===== src/rtl/qm_pkg.sv =====
// Shared definitions for the qm ID stage: opcode constants, ID/EX bundle,
// decode FSM states and small decode helpers.
package qm_pkg;

    localparam logic [5:0] OP_SPECIAL  = 6'h00;
    localparam logic [5:0] OP_J        = 6'h02;
    localparam logic [5:0] OP_JAL      = 6'h03;
    localparam logic [5:0] OP_BEQ      = 6'h04;
    localparam logic [5:0] OP_BNE      = 6'h05;
    localparam logic [5:0] OP_ANDI     = 6'h0C;
    localparam logic [5:0] OP_ORI      = 6'h0D;
    localparam logic [5:0] OP_XORI     = 6'h0E;
    localparam logic [5:0] OP_STORE_LO = 6'h28;
    localparam logic [5:0] OP_STORE_HI = 6'h2B;

    typedef struct packed {
        logic        valid;
        logic [31:0] pc;
        logic [5:0]  opcode;
        logic [5:0]  funct;
        logic [4:0]  rs;
        logic [4:0]  rt;
        logic [4:0]  rd;
        logic [4:0]  shamt;
        logic [31:0] imm;
        logic [31:0] op1;
        logic [31:0] op2;
    } idex_t;

    typedef enum logic {
        ST_RUN    = 1'b0,
        ST_BUBBLE = 1'b1
    } qm_state_e;

    // Logical immediates are zero-extended; everything else sign-extends.
    function automatic logic [31:0] imm_ext(input logic [31:0] instr);
        logic [5:0] op;
        op = instr[31:26];
        if (op == OP_ANDI || op == OP_ORI || op == OP_XORI)
            imm_ext = {16'h0000, instr[15:0]};
        else
            imm_ext = {{16{instr[15]}}, instr[15:0]};
    endfunction

    function automatic logic rs_is_used(input logic [5:0] op);
        rs_is_used = !(op == OP_J || op == OP_JAL);
    endfunction

    function automatic logic rt_is_used(input logic [5:0] op);
        rt_is_used = (op == OP_SPECIAL) || (op == OP_BEQ) || (op == OP_BNE) ||
                     (op >= OP_STORE_LO && op <= OP_STORE_HI);
    endfunction

endpackage


===== src/rtl/qm_decode_if.sv =====
// Signal bundle between the qm ID stage and its neighbours (IF/ID latch,
// regfile, EX/MEM/WB writers, ID/EX consumers).
interface qm_decode_if;
    import qm_pkg::*;

    logic        if_valid;
    logic [31:0] if_instr;
    logic [31:0] if_pc;
    logic        id_stall;
    logic [4:0]  rf_ra1;
    logic [4:0]  rf_ra2;
    logic [31:0] rf_rd1;
    logic [31:0] rf_rd2;
    logic        ex_stall;
    logic        ex_flush;
    logic        ex_we;
    logic [4:0]  ex_wa;
    logic        ex_is_load;
    logic [31:0] ex_result;
    logic        mem_we;
    logic [4:0]  mem_wa;
    logic [31:0] mem_result;
    logic        wb_we;
    logic [4:0]  wb_wa;
    logic [31:0] wb_wd;
    logic        id_valid;
    logic [31:0] id_pc;
    logic [5:0]  id_opcode;
    logic [5:0]  id_funct;
    logic [4:0]  id_rs;
    logic [4:0]  id_rt;
    logic [4:0]  id_rd;
    logic [4:0]  id_shamt;
    logic [31:0] id_imm;
    logic [31:0] id_op1;
    logic [31:0] id_op2;

    // The surrounding pipeline drives the stage through master.
    modport master (
        output if_valid, if_instr, if_pc, rf_rd1, rf_rd2, ex_stall, ex_flush,
               ex_we, ex_wa, ex_is_load, ex_result, mem_we, mem_wa, mem_result,
               wb_we, wb_wa, wb_wd,
        input  id_stall, rf_ra1, rf_ra2, id_valid, id_pc, id_opcode, id_funct,
               id_rs, id_rt, id_rd, id_shamt, id_imm, id_op1, id_op2
    );

    modport slave (
        input  if_valid, if_instr, if_pc, rf_rd1, rf_rd2, ex_stall, ex_flush,
               ex_we, ex_wa, ex_is_load, ex_result, mem_we, mem_wa, mem_result,
               wb_we, wb_wa, wb_wd,
        output id_stall, rf_ra1, rf_ra2, id_valid, id_pc, id_opcode, id_funct,
               id_rs, id_rt, id_rd, id_shamt, id_imm, id_op1, id_op2
    );

endinterface


===== src/rtl/qm_fwd_mux.sv =====
// Per-source operand select (EX > MEM > WB > regfile) plus writer match flags.
// QM_FORWARDING_EN selects the bypass network; otherwise only regfile data.
module qm_fwd_mux
    import qm_pkg::*;
(
    input  logic [4:0]  addr,
    input  logic [31:0] rf_data,
    input  logic        ex_we,
    input  logic [4:0]  ex_wa,
    input  logic        ex_is_load,
    input  logic [31:0] ex_result,
    input  logic        mem_we,
    input  logic [4:0]  mem_wa,
    input  logic [31:0] mem_result,
    input  logic        wb_we,
    input  logic [4:0]  wb_wa,
    input  logic [31:0] wb_wd,
    output logic [31:0] data,
    output logic        ex_hit,
    output logic        ex_load_hit,
    output logic        mem_hit,
    output logic        wb_hit
);

    logic nz;

    // $0 never matches a writer, so it can neither forward nor stall.
    assign nz          = (addr != 5'd0);
    assign ex_hit      = nz && ex_we  && (ex_wa  == addr);
    assign ex_load_hit = ex_hit && ex_is_load;
    assign mem_hit     = nz && mem_we && (mem_wa == addr);
    assign wb_hit      = nz && wb_we  && (wb_wa  == addr);

`ifdef QM_FORWARDING_EN
    always_comb begin
        data = rf_data;
        if (!nz)
            data = 32'h0;
        else if (ex_hit && !ex_is_load)
            data = ex_result;
        else if (mem_hit)
            data = mem_result;
        else if (wb_hit)
            data = wb_wd;
    end
`else
    logic unused_fwd;

    assign data       = nz ? rf_data : 32'h0;
    assign unused_fwd = ^{ex_result, mem_result, wb_wd};
`endif

endmodule


===== src/rtl/qm_decode.sv =====
// qm ID stage: field decode, operand resolution, hazard stall and ID/EX register.
// Optional bypass network enabled by defining QM_FORWARDING_EN.
module qm_decode
    import qm_pkg::*;
(
    input  logic          clk,
    input  logic          reset_n,
    qm_decode_if.slave    bus
);

    logic [31:0] instr;
    logic [5:0]  opcode;
    logic [4:0]  rs;
    logic [4:0]  rt;
    logic        rs_used;
    logic        rt_used;
    logic [31:0] rs_data;
    logic [31:0] rt_data;
    logic        rs_ex_hit, rs_ld_hit, rs_mem_hit, rs_wb_hit;
    logic        rt_ex_hit, rt_ld_hit, rt_mem_hit, rt_wb_hit;
    logic        hazard;
    logic        stall;
    idex_t       idex_d, idex_q;
    qm_state_e   state_d, state_q;

    assign instr   = bus.if_instr;
    assign opcode  = instr[31:26];
    assign rs      = instr[25:21];
    assign rt      = instr[20:16];
    assign rs_used = rs_is_used(opcode);
    assign rt_used = rt_is_used(opcode);

    assign bus.rf_ra1 = rs;
    assign bus.rf_ra2 = rt;

    qm_fwd_mux u_fwd_rs (
        .addr        (rs),
        .rf_data     (bus.rf_rd1),
        .ex_we       (bus.ex_we),
        .ex_wa       (bus.ex_wa),
        .ex_is_load  (bus.ex_is_load),
        .ex_result   (bus.ex_result),
        .mem_we      (bus.mem_we),
        .mem_wa      (bus.mem_wa),
        .mem_result  (bus.mem_result),
        .wb_we       (bus.wb_we),
        .wb_wa       (bus.wb_wa),
        .wb_wd       (bus.wb_wd),
        .data        (rs_data),
        .ex_hit      (rs_ex_hit),
        .ex_load_hit (rs_ld_hit),
        .mem_hit     (rs_mem_hit),
        .wb_hit      (rs_wb_hit)
    );

    qm_fwd_mux u_fwd_rt (
        .addr        (rt),
        .rf_data     (bus.rf_rd2),
        .ex_we       (bus.ex_we),
        .ex_wa       (bus.ex_wa),
        .ex_is_load  (bus.ex_is_load),
        .ex_result   (bus.ex_result),
        .mem_we      (bus.mem_we),
        .mem_wa      (bus.mem_wa),
        .mem_result  (bus.mem_result),
        .wb_we       (bus.wb_we),
        .wb_wa       (bus.wb_wa),
        .wb_wd       (bus.wb_wd),
        .data        (rt_data),
        .ex_hit      (rt_ex_hit),
        .ex_load_hit (rt_ld_hit),
        .mem_hit     (rt_mem_hit),
        .wb_hit      (rt_wb_hit)
    );

`ifdef QM_FORWARDING_EN
    logic unused_hits;

    // Only a load in EX is too late to bypass.
    assign hazard      = bus.if_valid && ((rs_used && rs_ld_hit) || (rt_used && rt_ld_hit));
    assign unused_hits = ^{rs_ex_hit, rs_mem_hit, rs_wb_hit, rt_ex_hit, rt_mem_hit, rt_wb_hit};
`else
    logic unused_ld;

    // No bypass: wait until every in-flight writer of a used source has retired.
    assign hazard    = bus.if_valid &&
                       ((rs_used && (rs_ex_hit || rs_mem_hit || rs_wb_hit)) ||
                        (rt_used && (rt_ex_hit || rt_mem_hit || rt_wb_hit)));
    assign unused_ld = rs_ld_hit ^ rt_ld_hit;
`endif

    always_comb begin
        idex_d  = idex_q;
        state_d = state_q;
        stall   = 1'b0;
        if (bus.ex_flush) begin
            idex_d.valid = 1'b0;
            state_d      = ST_RUN;
        end else if (bus.ex_stall) begin
            stall = 1'b1;
        end else if (hazard) begin
            idex_d.valid = 1'b0;
            stall        = 1'b1;
`ifdef QM_FORWARDING_EN
            state_d      = ST_BUBBLE;
`else
            state_d      = ST_RUN;
`endif
        end else begin
            // BUBBLE always returns to RUN: the load is now in MEM and bypassed.
            idex_d.valid  = bus.if_valid;
            idex_d.pc     = bus.if_pc;
            idex_d.opcode = opcode;
            idex_d.funct  = instr[5:0];
            idex_d.rs     = rs;
            idex_d.rt     = rt;
            idex_d.rd     = instr[15:11];
            idex_d.shamt  = instr[10:6];
            idex_d.imm    = imm_ext(instr);
            idex_d.op1    = rs_data;
            idex_d.op2    = rt_data;
            state_d       = ST_RUN;
        end
    end

    always_ff @(posedge clk) begin
        if (!reset_n) begin
            idex_q  <= '0;
            state_q <= ST_RUN;
        end else begin
            idex_q  <= idex_d;
            state_q <= state_d;
        end
    end

    assign bus.id_stall  = reset_n && stall;
    assign bus.id_valid  = idex_q.valid;
    assign bus.id_pc     = idex_q.pc;
    assign bus.id_opcode = idex_q.opcode;
    assign bus.id_funct  = idex_q.funct;
    assign bus.id_rs     = idex_q.rs;
    assign bus.id_rt     = idex_q.rt;
    assign bus.id_rd     = idex_q.rd;
    assign bus.id_shamt  = idex_q.shamt;
    assign bus.id_imm    = idex_q.imm;
    assign bus.id_op1    = idex_q.op1;
    assign bus.id_op2    = idex_q.op2;

endmodule


===== src/flat_wrapper.sv =====
// flat-port wrapper written by rule: the top's interface ports become plain ports
module qm_decode_flat import qm_pkg::*;
  (clk, reset_n, bus_if_valid, bus_if_instr, bus_if_pc, bus_rf_rd1, bus_rf_rd2, bus_ex_stall, bus_ex_flush, bus_ex_we, bus_ex_wa, bus_ex_is_load, bus_ex_result, bus_mem_we, bus_mem_wa, bus_mem_result, bus_wb_we, bus_wb_wa, bus_wb_wd, bus_id_stall, bus_rf_ra1, bus_rf_ra2, bus_id_valid, bus_id_pc, bus_id_opcode, bus_id_funct, bus_id_rs, bus_id_rt, bus_id_rd, bus_id_shamt, bus_id_imm, bus_id_op1, bus_id_op2);
  qm_decode_if bus_i ();
  input  logic clk;
  input  logic reset_n;
  input wire logic [$bits(bus_i.if_valid)-1:0] bus_if_valid;
  input wire logic [$bits(bus_i.if_instr)-1:0] bus_if_instr;
  input wire logic [$bits(bus_i.if_pc)-1:0] bus_if_pc;
  input wire logic [$bits(bus_i.rf_rd1)-1:0] bus_rf_rd1;
  input wire logic [$bits(bus_i.rf_rd2)-1:0] bus_rf_rd2;
  input wire logic [$bits(bus_i.ex_stall)-1:0] bus_ex_stall;
  input wire logic [$bits(bus_i.ex_flush)-1:0] bus_ex_flush;
  input wire logic [$bits(bus_i.ex_we)-1:0] bus_ex_we;
  input wire logic [$bits(bus_i.ex_wa)-1:0] bus_ex_wa;
  input wire logic [$bits(bus_i.ex_is_load)-1:0] bus_ex_is_load;
  input wire logic [$bits(bus_i.ex_result)-1:0] bus_ex_result;
  input wire logic [$bits(bus_i.mem_we)-1:0] bus_mem_we;
  input wire logic [$bits(bus_i.mem_wa)-1:0] bus_mem_wa;
  input wire logic [$bits(bus_i.mem_result)-1:0] bus_mem_result;
  input wire logic [$bits(bus_i.wb_we)-1:0] bus_wb_we;
  input wire logic [$bits(bus_i.wb_wa)-1:0] bus_wb_wa;
  input wire logic [$bits(bus_i.wb_wd)-1:0] bus_wb_wd;
  output wire logic [$bits(bus_i.id_stall)-1:0] bus_id_stall;
  output wire logic [$bits(bus_i.rf_ra1)-1:0] bus_rf_ra1;
  output wire logic [$bits(bus_i.rf_ra2)-1:0] bus_rf_ra2;
  output wire logic [$bits(bus_i.id_valid)-1:0] bus_id_valid;
  output wire logic [$bits(bus_i.id_pc)-1:0] bus_id_pc;
  output wire logic [$bits(bus_i.id_opcode)-1:0] bus_id_opcode;
  output wire logic [$bits(bus_i.id_funct)-1:0] bus_id_funct;
  output wire logic [$bits(bus_i.id_rs)-1:0] bus_id_rs;
  output wire logic [$bits(bus_i.id_rt)-1:0] bus_id_rt;
  output wire logic [$bits(bus_i.id_rd)-1:0] bus_id_rd;
  output wire logic [$bits(bus_i.id_shamt)-1:0] bus_id_shamt;
  output wire logic [$bits(bus_i.id_imm)-1:0] bus_id_imm;
  output wire logic [$bits(bus_i.id_op1)-1:0] bus_id_op1;
  output wire logic [$bits(bus_i.id_op2)-1:0] bus_id_op2;
  assign bus_i.if_valid = bus_if_valid;
  assign bus_i.if_instr = bus_if_instr;
  assign bus_i.if_pc = bus_if_pc;
  assign bus_i.rf_rd1 = bus_rf_rd1;
  assign bus_i.rf_rd2 = bus_rf_rd2;
  assign bus_i.ex_stall = bus_ex_stall;
  assign bus_i.ex_flush = bus_ex_flush;
  assign bus_i.ex_we = bus_ex_we;
  assign bus_i.ex_wa = bus_ex_wa;
  assign bus_i.ex_is_load = bus_ex_is_load;
  assign bus_i.ex_result = bus_ex_result;
  assign bus_i.mem_we = bus_mem_we;
  assign bus_i.mem_wa = bus_mem_wa;
  assign bus_i.mem_result = bus_mem_result;
  assign bus_i.wb_we = bus_wb_we;
  assign bus_i.wb_wa = bus_wb_wa;
  assign bus_i.wb_wd = bus_wb_wd;
  assign bus_id_stall = bus_i.id_stall;
  assign bus_rf_ra1 = bus_i.rf_ra1;
  assign bus_rf_ra2 = bus_i.rf_ra2;
  assign bus_id_valid = bus_i.id_valid;
  assign bus_id_pc = bus_i.id_pc;
  assign bus_id_opcode = bus_i.id_opcode;
  assign bus_id_funct = bus_i.id_funct;
  assign bus_id_rs = bus_i.id_rs;
  assign bus_id_rt = bus_i.id_rt;
  assign bus_id_rd = bus_i.id_rd;
  assign bus_id_shamt = bus_i.id_shamt;
  assign bus_id_imm = bus_i.id_imm;
  assign bus_id_op1 = bus_i.id_op1;
  assign bus_id_op2 = bus_i.id_op2;
  qm_decode u_core (.clk(clk), .reset_n(reset_n), .bus(bus_i));
endmodule

===== config.mk =====
export PLATFORM = sky130hd
export DESIGN_NAME = qm_decode_flat
export DESIGN_NICKNAME = d
export VERILOG_FILES = /design/src/rtl/qm_pkg.sv /design/src/rtl/qm_decode_if.sv /design/src/rtl/qm_fwd_mux.sv /design/src/rtl/qm_decode.sv /design/src/flat_wrapper.sv
export SDC_FILE = /design/constraint.sdc
export NUM_CORES = 1
export LEC_CHECK = 0
export BUFFER_PORTS_ARGS = -buffer_cell sky130_fd_sc_hd__buf_2
export CAP_MARGIN = 10
export CORE_AREA = 2 2 164 166
export CTS_CLUSTER_DIAMETER = 40
export DETAILED_ROUTE_END_ITERATION = 6
export DIE_AREA = 0 0 166 168
export PLACE_DENSITY = 0.48
export SYNTH_ARGS = -nofsm -noshare
export SYNTH_HDL_FRONTEND = slang
export SYNTH_SLANG_ARGS = --single-unit
export TNS_END_PERCENT = 30

===== constraint.sdc =====
create_clock -name clk -period 2.3 [get_ports clk]
set_input_delay 0.345 -clock clk [delete_from_list [all_inputs] [get_ports clk]]
set_output_delay 0.345 -clock clk [all_outputs]
set_load 0.01 [all_outputs]

# Word level (Yosys, flattened, before mapping)
# Index checks and enable logic that the tools add are counted.
dict set report op_classes {
  n_div 0
  n_eq_ne 13
  order_cmp 2
  reduce_logical 34
  mul 0
  mux 7
  n_addsub 0
  shift 0
  n_bitwise 4
}
# cell count
set op_table {}
lappend op_table {{2-to-1 mux 32 bit} 3}
lappend op_table {{== test 5 bit} 6}
lappend op_table {{== test 6 x 4 -> 1 bit (second input constant)} 3}
lappend op_table {{logical AND 1 bit} 17}
lappend op_table {{== test 6 x 2 -> 1 bit (second input constant)} 2}
lappend op_table {{== test 6 x 3 -> 1 bit (second input constant)} 2}
lappend op_table {{logical OR 1 bit} 11}
lappend op_table {{nonzero test 5 bit} 2}
lappend op_table {{greater-or-equal comparator 6 bit (second input constant)} 1}
lappend op_table {{<= comparator 6 bit (second input constant)} 1}
lappend op_table {{logical NOT 6 bit} 1}
lappend op_table {{2-to-1 mux 1 bit} 4}
lappend op_table {{inverter 1 bit} 4}
lappend op_table {{AND reduction 3 bit} 1}
lappend op_table {{OR reduction 2 bit} 1}
lappend op_table {{logical NOT 1 bit} 1}
dict set report word_totals {
  rom_bits 0
  input_bits 248
  wordCells 71
  regBits 161
  latchBits 0
  memories 0
  ram_bits 0
  output_inout_bits 172
}

# Logic depth before layout (Yosys ltp)
# Gate-level depths: netlist (run 1).
dict set report depth {
  word_depth 12
  ltp_mapped 10
}

# Modules after synthesis
# Synthesis (run 1) repeated with hierarchy kept, for this count alone.
dict set report hier_totals {
  hier_cells 744
  hier_area_um2 6433.7
}
# mod area_each_um2 seq_area_each_um2 n_inst cells_per_inst
set modules_own_cells {}
lappend modules_own_cells {qm_decode 5557.8 2602.5 1 622}
lappend modules_own_cells {qm_fwd_mux 437.9 0.0 2 61}

# Least setup slack after synthesis (run 1)
# OpenSTA, ideal clock, no wires.
dict set report synth_timing {
  path_type {in2reg}
  start {in bus_if_instr[21]}
  end {reg u_core.idex_q (netlist bit u_core.bus.id_imm[0])}
  stages 10
  t_required_ns 2.181
  t_arrival_ns 1.893
  path_slack_ns 0.288
  setup_time_ns 0.119
  path_cell_list {buf_6 xor2_1 nor4_2 nand3_1 a31o_1 o211a_1 buf_6 buf_8 buf_8 mux2i_1}
}
dict set report synth_between {
  elab_chain_cells 10
}
# element line
set synth_lines {}
lappend synth_lines {{start, declared} flat_wrapper.sv:8} ;# input wire logic [$bits(bus_i.if_instr)-1:0] bus_if_instr;
lappend synth_lines {{nonzero test 5 bit} qm_fwd_mux.sv:28} ;# assign nz = (addr != 5'd0);
lappend synth_lines {{logical AND 1 bit (on tied branches) (2 in series)} {qm_fwd_mux.sv:29, qm_fwd_mux.sv:31}}
lappend synth_lines {{logical OR 1 bit} qm_decode.sv:87} ;# ((rs_used && (rs_ex_hit || rs_mem_hit || rs_wb_hit)) ||
lappend synth_lines {{logical OR 1 bit (*)} qm_decode.sv:87}
lappend synth_lines {{logical AND 1 bit (*)} qm_decode.sv:87}
lappend synth_lines {{logical OR 1 bit (*)} qm_decode.sv:87}
lappend synth_lines {{logical AND 1 bit (*)} qm_decode.sv:86} ;# assign hazard = bus.if_valid &&
lappend synth_lines {{inverter 1 bit (no source line) (*)} --}
lappend synth_lines {{AND reduction 3 bit (no source line) (*)} --}
lappend synth_lines {{end signal, assigned} qm_decode.sv:131} ;# idex_q <= idex_d;
lappend synth_lines {{end, declared} qm_decode.sv:23} ;# idex_t idex_d, idex_q;
# Every way passes the cells marked *; elsewhere a longest branch is shown, timed or not.
# A chain may end at the register's enable or synchronous reset.

# Final worst setup path (run 1)
dict set report layout_timing {
  start {in bus_if_instr[23]}
  end {out bus_id_stall}
}
dict set report layout_between {
  elab_chain_cells 12
}
# element line
set layout_lines {}
lappend layout_lines {{nonzero test 5 bit} qm_fwd_mux.sv:28}
lappend layout_lines {{logical AND 1 bit (on tied branches) (2 in series)} {qm_fwd_mux.sv:29, qm_fwd_mux.sv:31}}
lappend layout_lines {{logical OR 1 bit} qm_decode.sv:87}
lappend layout_lines {{logical OR 1 bit (*)} qm_decode.sv:87}
lappend layout_lines {{logical AND 1 bit (*)} qm_decode.sv:87}
lappend layout_lines {{logical OR 1 bit (*)} qm_decode.sv:87}
lappend layout_lines {{logical AND 1 bit (*)} qm_decode.sv:86}
lappend layout_lines {{2-to-1 mux 1 bit (*)} qm_decode.sv:101} ;# end else if (hazard) begin
lappend layout_lines {{2-to-1 mux 1 bit (*)} qm_decode.sv:99} ;# end else if (bus.ex_stall) begin
lappend layout_lines {{2-to-1 mux 1 bit (*)} qm_decode.sv:96} ;# if (bus.ex_flush) begin
lappend layout_lines {{logical AND 1 bit (*)} qm_decode.sv:136} ;# assign bus.id_stall = reset_n && stall;
lappend layout_lines {{end, declared} flat_wrapper.sv:24} ;# output wire logic [$bits(bus_i.id_stall)-1:0] bus_id_stall;
# Marks and branches as above.

==> metrics, run 1 <==
pwr/cell area=approximately 730 nW/um^2; min cycle time layout=2.20 ns; Seq/Total Area, Yosys=43.3%; Clock power frac=46.0%; # Max-Cap Violations=0; worst endpoint data arrival time=1.86 ns; DRT iter0 DRCs=203; Hold Crit Start=bus_if_pc[25]; combinational share of power=14.5%; Vias/cell=4.00; first-pass GRT wire length=28.4 mm; actual slew at the worst max-slew pin=between 1 and 1.5 ns; reg-to-reg endpoint=u_core.bus.id_imm[30]$_SDFFE_PN0P_; Post-Route WL=~18 mm; share of post-route cells with drive strength above 1=40.6%; R2R cell count=2; final worst slack=0.0960 ns; WP data required=1.96 ns; Die H=168 um; clk buf depth=2; Leak=4.12 nW; site row count=60; Reg power frac=39.5%; register bit total from synthesis=130; DR pass1 iterations=4; met2 routed WL=8.64 mm; Final Non-Filler Cells=1319; HPWL after detailed placement=13.2 mm; status=completed; unique cell type count in the Yosys netlist=30; met1 WL=a little over 8 mm; reg2reg start=u_core.bus.id_imm[30]$_SDFFE_PN0P_; kind of critical path=primary input to output pin; Max VDD drop=0.368 mV; Psw=1.70 mW; final hold vios=0; clock sink total=130; IO Pins=420; Pint=4.46 mW; Final Total Pwr=6.16 mW; post-synthesis net count=between 900 and 1000; GRT Util Overall=12.8%; sw frac=27.6%; drt drc=0; fmax=454 MHz; CP Launch Type=primary input; fillers=2822; Initial Util=22.8%; total CTS buffers=17; Final Slew Violations=0; Port Buffers=322; routed wl met3=1.04 mm; Area growth syn-to-layout=40.3%; clock skew=0 ns; clock latency on the worst-skew pair=just over 0.4 ns; RSZ-0062 raised after global routing=false; CTS root buf=clkbuf_16; CP endpoint kind=output pin; CTS tree=yes; global placement routability congestion=0.777; initial antenna violation count=1; Synth Warn #=0; CTS H-tree lvls=4; pin count of the biggest net entering global routing=128; GR Overflow Total=0; Final setup viols=0; synthesized area=~6000 sq um; die width=166 um; Hold EP=u_core.bus.id_pc[25]$_SDFFE_PN0P_; Post-Synthesis Cells=676; flop2flop setup slack=1.43 ns; Top Layer Used=met4; Die ar.=about 28000 sq um; core footprint=26400 sq um; via count=roughly 5300; worst min-delay path class=primary input to flop; Reg clk slew, reported paths=0.07 ns; Register Area=2600 sq um; hold_ws=0.166 ns; Avg Cell Area, Syn=8.90 sq um; pre-CTS WS=-0.0648 ns; nets=1211; Slew HR=a little under a third; Final Core Density=32.0%; DR WL/cell=13.8 um; vias in the first global route=5197; hold-critical path depth=3; critical path fanouts, max=5; multi-input gate area in the final layout=2810 sq um; placed insts=1285; Routed Antenna Nets=0; fin crit share=95.8%
-- worst max-delay path: stages --
cell and delay, ns:
buf_2 0.13, or4_4 0.56, nor2_4 0.13, a31o_1 0.11
a31o_1 0.17, a21oi_1 0.10, o21a_1 0.18, buf_2 0.13
-- worst max-delay path by stage --
stage	from	endpoint	slack, ns	depth (start not counted)
floorplan	bus_if_instr[21]	u_core.bus.id_imm[0]$_SDFFE_PN0P_	0.29	10
global placement	bus_if_instr[23]	u_core.bus.id_imm[4]$_SDFFE_PN0P_	-0.03	9
detailed placement	bus_if_instr[23]	u_core.bus.id_imm[7]$_SDFFE_PN0P_	-0.06	9
CTS	bus_if_instr[23]	bus_id_stall	0.02	9
global route	bus_if_instr[23]	bus_id_stall	0.03	8
finish	bus_if_instr[23]	bus_id_stall	0.1	8
-- cells by family after synthesis --
kind of cell | count (synthesis) | share of synthesized area (%)
flops | 130 | 43.3
simple gates | 288 | 18.9
xor+xnor | 30 | 4.37
compound gates | 10 | 1.25
mux | 129 | 21.5
buf+inv | 89 | 10.7
-- metrics by stage --
stage / area, sq um / TNS, ns
global route: 8440 / 0
finish: 8440 / 0
CTS: 8410 / 0
global placement: 7800 / -0.208
detailed placement: 7800 / -1.89
floorplan: 6010 / 0
-- state kept, by name, summed over array words and instances (netlist names) --
register,count
u_core.bus.id_opcode,6
u_core.bus.id_valid,1
u_core.bus.id_pc,32
u_core.bus.id_op2,32
u_core.bus.id_rs,5
u_core.bus.id_rt,5
u_core.bus.id_imm,17
u_core.bus.id_op1,32
-- power by group through the flow --
| stage | clock, mW | combinational [mW] | sequential [mW] |
|---|---|---|---|
| after floorplan | 0 | 0.465 | 2.55 |
| after global placement | 0 | 0.904 | 2.48 |
| after detailed placement | 0 | 0.907 | 2.49 |
| after CTS | 2.95 | 0.910 | 2.44 |
| after global routing | 3.05 | 0.983 | 2.45 |
| final | 2.83 | 0.894 | 2.44 |
-- placed cells by master, fill, tap and decap left out, drive strengths merged, types with 2 or more instances in the layout --
cell,count
nand4,3
nor4,4
nor2,5
mux2i,129
or4,2
diode,2
inv,9
xor2,16
nand3,4
nor3,2
clkinvlp,2
clkbuf,18
nand2,262
bufinv,2
dfxtp,130
xnor2,14
buf,356
nor2b,3
clkinv,2
a31o,2
-- cell type report --
type / count / share of cell area, %
Antenna cell: 2 / 0.0593
Multi-Input combinational cell: 457 / 33.3
Inverter: 1 / 0.0445
Clock inverter: 14 / 1.99
Timing Repair Buffer: 356 / 23.5
Tap cell: 341 / 5.06
Clock buffer: 18 / 5.20
Sequential cell: 130 / 30.8
-- metal layers --
layer  track usage [%]  up-vias
li1                  -     2722
met1              15.9     2369
met2              21.3      172
met3              3.83       19
met4              4.31        0
met5                 0        -
-- repair_timing --
item	4_1_cts	5_1_grt
gates resized for setup	1	4
pin swaps	3	2
hold buffers	0	0
gates cloned	0	0
setup buffers	0	1
setup endpoints to repair	1	1
-- synthesized netlist by cell type --
cell,number,area (sq um)
nor2b_1,3,18.8
a31o_1,2,17.5
nand2b_1,1,6.26
a2bb2oi_1,1,8.76
xnor2_1,14,123
buf_4,42,315
o211a_1,1,10.0
nand4b_1,1,8.76
xor2_1,16,140
a21oi_1,1,5.00
or4_1,2,15.0
o22ai_1,1,6.26
clkbuf_1,31,116
nand4_1,3,18.8
dfxtp_1,130,2600
nand3_1,4,20.0
nor2_1,5,18.8
buf_6,4,45.0
a21boi_0,1,7.51
o211ai_1,1,7.51
buf_8,11,165
o21ai_0,1,5.00
nor4_1,3,18.8
and3_1,1,6.26
nor3_1,2,10.0
nand2_1,262,983
nor4_2,1,12.5
o21a_1,1,7.51
inv_1,1,3.75
mux2i_1,129,1290
No activity file was read; power rests on OpenSTA's default activity.
==> run 2: changes to the inputs <==
--- a/config.mk
+++ b/config.mk
@@ -7,11 +7,11 @@
 export LEC_CHECK = 0
 export BUFFER_PORTS_ARGS = -buffer_cell sky130_fd_sc_hd__buf_2
 export CAP_MARGIN = 10
-export CORE_AREA = 2 2 164 166
+export CORE_AREA = 2 2 163 165
 export CTS_CLUSTER_DIAMETER = 40
 export DETAILED_ROUTE_END_ITERATION = 6
-export DIE_AREA = 0 0 166 168
-export PLACE_DENSITY = 0.48
+export DIE_AREA = 0 0 165 167
+export PLACE_DENSITY = 0.5
 export SYNTH_ARGS = -nofsm -noshare
 export SYNTH_HDL_FRONTEND = slang
 export SYNTH_SLANG_ARGS = --single-unit
==> constraint.sdc (replaced) <==
create_clock -name clk -period 2 [get_ports clk]
set_input_delay 0.3 -clock clk [delete_from_list [all_inputs] [get_ports clk]]
set_output_delay 0.3 -clock clk [all_outputs]
set_load 0.01 [all_outputs]
==> run 2 against run 1 <==
  * The run now ends with negative setup slack left
  * Critical path type unchanged
  * Global-route usage is 0.32 points lower
  * Die area is 1.2% lower
  * Sequential share of layout area is 1.1 points lower
  * Highest routed layer unchanged
  * Largest cell class unchanged
  * Largest power group unchanged
  * Count of clock-buffer cells in the layout stayed put
==> metrics, run 2 (synthesis results as in run 1) <==
status=finished, violations left; failing checks=negative setup slack; vias in the first global route=5021 (-3.4%); combinational share of power=15.6% (+1.1 points); fillers=2678 (-5.1%); reg2reg start=u_core.bus.id_imm[30]$_SDFFE_PN0P_; CTS H-tree lvls=4 (unchanged); commonest non-fill, non-tap cell in the layout=buf_2; actual slew at the worst max-slew pin=0.944 ns (-0.0852 ns); CTS root buf=clkbuf_16; clock latency on the worst-skew pair=0.40 ns (about the same); Final Core Density=34.0% (+2.0 points); clock skew=0 ns (unchanged); Hold Crit Start=bus_rf_rd1[15]; Post-Route WL=18.1 mm (-0.46%); CP endpoint kind=output pin; CTS tree=yes; Worst path slowest cell=or4_4; Port Buffers=322 (unchanged); Routed Antenna Nets=0 (unchanged); Slew HR=36.9% (+5.7 points); commonest non-fill, non-tap cells in the layout=317 x buf_2, 262 x nand2_1, 130 x dfxtp_1, 129 x mux2i_1, 40 x buf_4; Die ar.=27600 sq um (-1.2%); DRT iter0 DRCs=217 (+6.9%); Max VDD drop=0.516 mV (+40%); Pint=5.06 mW (+13%); critical path fanouts, max=2 (-3); CP startpoint=bus_if_instr[23]; antenna diode count=0 (-2); fin crit share=100%; max incr delay on CP=0.55 ns (about the same); placed insts=1292 (+0.54%); share of post-route cells with drive strength above 1=42.8% (+2.2 points); site row count=59 (-1.7%); CP Launch Type=primary input; initial antenna violation count=0 (-1); pin count of the biggest net entering global routing=115 (-10%); Top Family by Delay on Critical Path=simple AND/OR/NAND/NOR gates; Final setup viols=1 (+1); Final Slew Violations=0 (unchanged); Reg clk slew, reported paths=0.07 ns (about the same); Area growth syn-to-layout=45.5%; GRT Util Overall=12.5% (-0.32 points); pwr/cell area=801 nW/um^2 (+9.6%); Vias/cell=4.00 (about the same); nets=1236 (+2.1%); Initial Util=23.3% (+0.52 points); clock sink total=130 (unchanged); global placement routability congestion=0.817 (+5.2%); drt drc=0 (unchanged); WP data required=1.70 ns (-0.26 ns); Clock power frac=44.4% (-1.6 points); fmax=500 MHz; RSZ-0062 raised after global routing=true; final worst slack=-0.000556 ns (-0.0966 ns); kind of critical path=primary input to output pin; final hold vios=0 (unchanged); Psw=1.95 mW (+15%); sw frac=27.9% (+0.24 points); GR Overflow Total=0 (unchanged); Die H=167 um (-0.60%); die width=165 um (-0.60%); IO Pins=420 (unchanged); total CTS buffers=17 (unchanged); worst min-delay path class=primary input to flop; critical path, cell by cell=buf_6 -> or4_4 -> nor2_4 -> a31o_1 -> a31o_1 -> a21oi_2 -> o21a_1 -> buf_6; hold_ws=0.126 ns (-0.0402 ns); Final Non-Filler Cells=1336 (+1.3%); DR WL/cell=13.6 um (-1.7%); first-pass GRT wire length=26.9 mm (-5.4%); HPWL after detailed placement=13.1 mm (-1.0%); # Max-Cap Violations=0 (unchanged); Reg power frac=40.0% (+0.5 points); clk buf depth=2 (unchanged); DR pass1 iterations=4 (unchanged); worst endpoint data arrival time=1.70 ns (-0.16 ns); core footprint=25800 sq um (-2.2%); min cycle time layout=2.00 ns; Leak=4.28 nW (+3.9%); via count=5350 (+1.3%); WP buf/inv=2 (unchanged)
==> run 2: layout make-up <==
| cell class | count | area (sq um) | share of cell area [%] |
|---|---|---|---|
| Clock inverter | 14 | 141 | 1.62 |
| Inverter | 1 | 3.75 | 0.0429 |
| Tap cell | 335 | 419 | 4.79 |
| Multi-Input combinational cell | 457 | 2850 | 32.5 |
| Timing Repair Buffer | 381 | 2300 | 26.3 |
| Clock buffer | 18 | 439 | 5.02 |
| Sequential cell | 130 | 2600 | 29.7 |
==> run 2: path summary, 6_finish.rpt <==
check | to | slack [ns] | depth (start not counted)
setup / recovery | bus_id_stall | -0.0006 | 8
setup reg to reg | u_core.bus.id_imm[30]$_SDFFE_PN0P_ | 1.09 | 2
hold reg to reg | u_core.bus.id_op1[0]$_SDFFE_PN0P_ | 0.45 | 2
hold / removal | u_core.bus.id_op1[15]$_SDFFE_PN0P_ | 0.13 | 3
==> run 2: repair_timing <==
| action | 4_1_cts | 5_1_grt |
|---|---|---|
| endpoints found under the setup margin | 1 | 128 |
| gates cloned | 0 | 3 |
| setup buffers | 9 | 2 |
| hold buffers | 0 | 0 |
| gates resized for setup | 17 | 8 |
| pin swaps | 11 | 7 |
==> run 2: routing by layer <==
| metal | up-vias | global-route usage (%) | routed length [um] |
|---|---|---|---|
| met5 | - | 0 | 0 |
| li1 | 2769 | - | - |
| met1 | 2395 | 14.7 | 7680 |
| met3 | 14 | 3.81 | 1300 |
| met4 | 0 | 4.08 | 261 |
| met2 | 172 | 21.5 | 8870 |
==> run 2: per-stage QoR <==
stage / setup TNS, ns / cell area [sq um] / setup WS, ns / total power [mW]
after floorplan: 0 / 6010 / 0.0334 / 3.46
after global placement: -32.04 / 7920 / -0.275 / 3.91
after detailed placement: -32.69 / 7920 / -0.328 / 3.92
after CTS: -0.0249 / 8620 / -0.0249 / 7.12
after global routing: -0.0547 / 8750 / -0.0547 / 7.38
final: -0.000556 / 8750 / -0.000556 / 7.01
==> run 2: worst register-to-register path, cell delays in order (launching register included) <==
cell and delay (ns):
dfxtp_1 0.62, nand2_1 0.09, mux2i_1 0.13
==> run 2: power groups by stage <==
stage / Combinational [mW] / Sequential (mW) / Clock (mW)
2_1_floorplan: 0.534 / 2.93 / 0
3_3_place_gp: 1.06 / 2.86 / 0
3_5_place_dp: 1.06 / 2.86 / 0
4_1_cts: 1.09 / 2.80 / 3.23
5_1_grt: 1.20 / 2.82 / 3.36
6_report: 1.09 / 2.80 / 3.11
==> run 3: changes to the inputs <==
--- a/config.mk
+++ b/config.mk
@@ -9,9 +9,11 @@
 export CAP_MARGIN = 10
 export CORE_AREA = 2 2 163 165
 export CTS_CLUSTER_DIAMETER = 40
+export CTS_CLUSTER_SIZE = 40
 export DETAILED_ROUTE_END_ITERATION = 6
 export DIE_AREA = 0 0 165 167
 export PLACE_DENSITY = 0.5
+export SETUP_SLACK_MARGIN = 0.02
 export SYNTH_ARGS = -nofsm -noshare
 export SYNTH_HDL_FRONTEND = slang
 export SYNTH_SLANG_ARGS = --single-unit
==> run 3 against run 2 <==
  * The flow still finishes with violations (negative setup slack)
  * Critical path depth rose by 4
  * Via count rose by 0.49%
  * Non-clock buffer count rose by 2
  * Hold slack got worse by 0.0017 ns
  * Critical endpoint is now u_core.bus.id_pc[23]$_SDFFE_PN0P_
  * Highest routed layer unchanged
  * Clock skew stayed put
  * First-iteration DRC count increased by 0.92%
  * Fmax is 0.37% lower
==> metrics, run 3 (synthesis results as in run 1) <==
status=finished, violations left; failing checks=negative setup slack; Final Non-Filler Cells=1338 (+0.15%); WP data required=2.29 ns (+0.59 ns); CTS root buf=clkbuf_16; CP startpoint=bus_if_instr[23]; flop2flop setup slack=1.08 ns (about the same); Final setup viols=8 (+7); Port Buffers=322 (unchanged); fin crit share=100% (+0.37 points); DR pass1 iterations=4 (unchanged); commonest non-fill, non-tap cell in the layout=buf_2; site row count=59 (unchanged); share of post-route cells with drive strength above 1=42.7% (-0.085 points); Post-Route WL=18.2 mm (+0.57%); vias in the first global route=5021 (unchanged); final setup TNS=-0.0279 ns (-0.0273 ns); antenna diode count=0 (unchanged); pwr/cell area=798 nW/um^2 (-0.30%); clk buf depth=2 (unchanged); post-route cell area=8810 sq um (+0.60%); kind of critical path=primary input to flop; Area growth syn-to-layout=46.4%; min cycle time layout=2.01 ns (+0.00742 ns); RSZ-0062 raised after global routing=true; worst endpoint data arrival time=2.30 ns (+0.60 ns); Die H=167 um (unchanged); CP endpoint kind=flop; first-pass GRT wire length=26.9 mm (unchanged); placed instance area=7920 sq um (unchanged); R2R cell count=2 (unchanged); critical path fanouts, max=15 (+13); global placement routability congestion=0.817 (unchanged); CP Capture Point=u_core.bus.id_pc[23]$_SDFFE_PN0P_; final hold vios=0 (unchanged); fmax=498 MHz (-0.37%); Max VDD drop=0.520 mV (+0.82%); multi-input gate area in the final layout=2830 sq um (-0.44%); IO Pins=420 (unchanged); CTS H-tree lvls=4 (unchanged); Initial Util=23.3% (unchanged); clock latency on the worst-skew pair=0.41 ns (about the same); Register Area=2600 sq um (unchanged); pin count of the biggest net entering global routing=115 (unchanged); core footprint=25800 sq um (unchanged); fillers=2672 (-0.22%); reg2reg start=u_core.bus.id_imm[30]$_SDFFE_PN0P_; Reg clk slew, reported paths=0.07 ns (about the same); clock sink total=130 (unchanged); Final Total Pwr=7.03 mW (+0.30%); placed insts=1292 (unchanged); Final Slew Violations=0 (unchanged); reg-to-reg endpoint=u_core.bus.id_imm[30]$_SDFFE_PN0P_; initial antenna violation count=0 (unchanged); actual slew at the worst max-slew pin=0.932 ns (-0.0123 ns); commonest non-fill, non-tap cells in the layout=317 x buf_2, 262 x nand2_1, 130 x dfxtp_1, 129 x mux2i_1, 38 x buf_4; die width=165 um (unchanged); clock skew=0 ns (unchanged); Slew HR=37.7% (+0.82 points); CTS tree=yes; final worst slack=-0.00797 ns (-0.00742 ns); hold buffers post-CTS=0 (unchanged); nets=1238 (+0.16%); DR WL/cell=13.6 um (+0.42%); pre-CTS WS=-0.328 ns (unchanged); hold-critical path depth=3 (unchanged); drt drc=0 (unchanged); CP Launch Type=primary input; Leak=4.31 nW (+0.66%); # Max-Cap Violations=0 (unchanged); hold_ws=0.124 ns (-0.00166 ns); Final Core Density=34.2% (+0.20 points); HPWL after detailed placement=13.1 mm (unchanged); GR Overflow Total=0 (unchanged); via count=5376 (+0.49%); total CTS buffers=17 (unchanged); Routed Antenna Nets=0 (unchanged); DRT iter0 DRCs=219 (+0.92%); Die ar.=27600 sq um (unchanged); worst min-delay path class=primary input to flop; GRT Util Overall=12.5% (unchanged); Vias/cell=4.02 (+0.34%)
## run 3: cell types whose count changed in the layout (fill, tap and decap cells not counted)
cell       previous run  this run
buf_4                40        38
buf_12               10         9
xor2_1               15        16
and3_4                1         0
clkbuf_16            20        22
xor2_2                1         0
buf_6                10        12
buf_16                1         2
and3_1                0         1
## run 3: how the worst min path moves through the flow
stage,startpoint,endpoint,slack [ns]
after floorplan,bus_rf_rd1[0],u_core.bus.id_op1[0]$_SDFFE_PN0P_,0.44
after global placement,u_core.bus.id_op1[29]$_SDFFE_PN0P_,u_core.bus.id_op1[29]$_SDFFE_PN0P_,0.44
after detailed placement,u_core.bus.id_op1[19]$_SDFFE_PN0P_,u_core.bus.id_op1[19]$_SDFFE_PN0P_,0.45
after CTS,bus_if_pc[6],u_core.bus.id_pc[6]$_SDFFE_PN0P_,0.10
after global routing,bus_rf_rd2[31],u_core.bus.id_op2[31]$_SDFFE_PN0P_,0.11
final,bus_if_pc[6],u_core.bus.id_pc[6]$_SDFFE_PN0P_,0.12
## run 3: final cells by class
class	count	area share, %
multi-input cells	457	32.2
flip-flops and latches	130	29.6
repair buffers	383	26.9
clock buffers	18	4.99
well taps	335	4.76
clock inverters	14	1.61
inverters	1	0.0426
## run 3: report_power, final
group | internal [mW] | switching (mW)
Sequential | 2.73 | 0.0731
Clock | 1.79 | 1.33
Combinational | 0.550 | 0.560
Total | 5.07 | 1.96
## run 3: worst max-delay path, cell delays in order
cell,delay (ns)
buf_6,0.09
buf_4,0.14
xor2_1,0.16
nor4_1,0.24
nand3_1,0.13
a31o_1,0.26
buf_4,0.14
buf_4,0.12
o211a_4,0.25
buf_12,0.17
buf_12,0.16
mux2i_1,0.12
## run 3: timing repair
item / in CTS / in global routing
resized for setup: 18 / 8
pin swaps: 11 / 4
gates cloned: 0 / 5
setup endpoints to repair: 1 / 128
setup buffers: 9 / 1
## run 3: layer usage
metal	global-route usage [%]	wire length [um]	vias up
met1	14.7	7860	2415
met3	3.81	1300	14
met4	4.08	266	0
li1	-	-	2775
met5	0	0	-
met2	21.5	8800	172
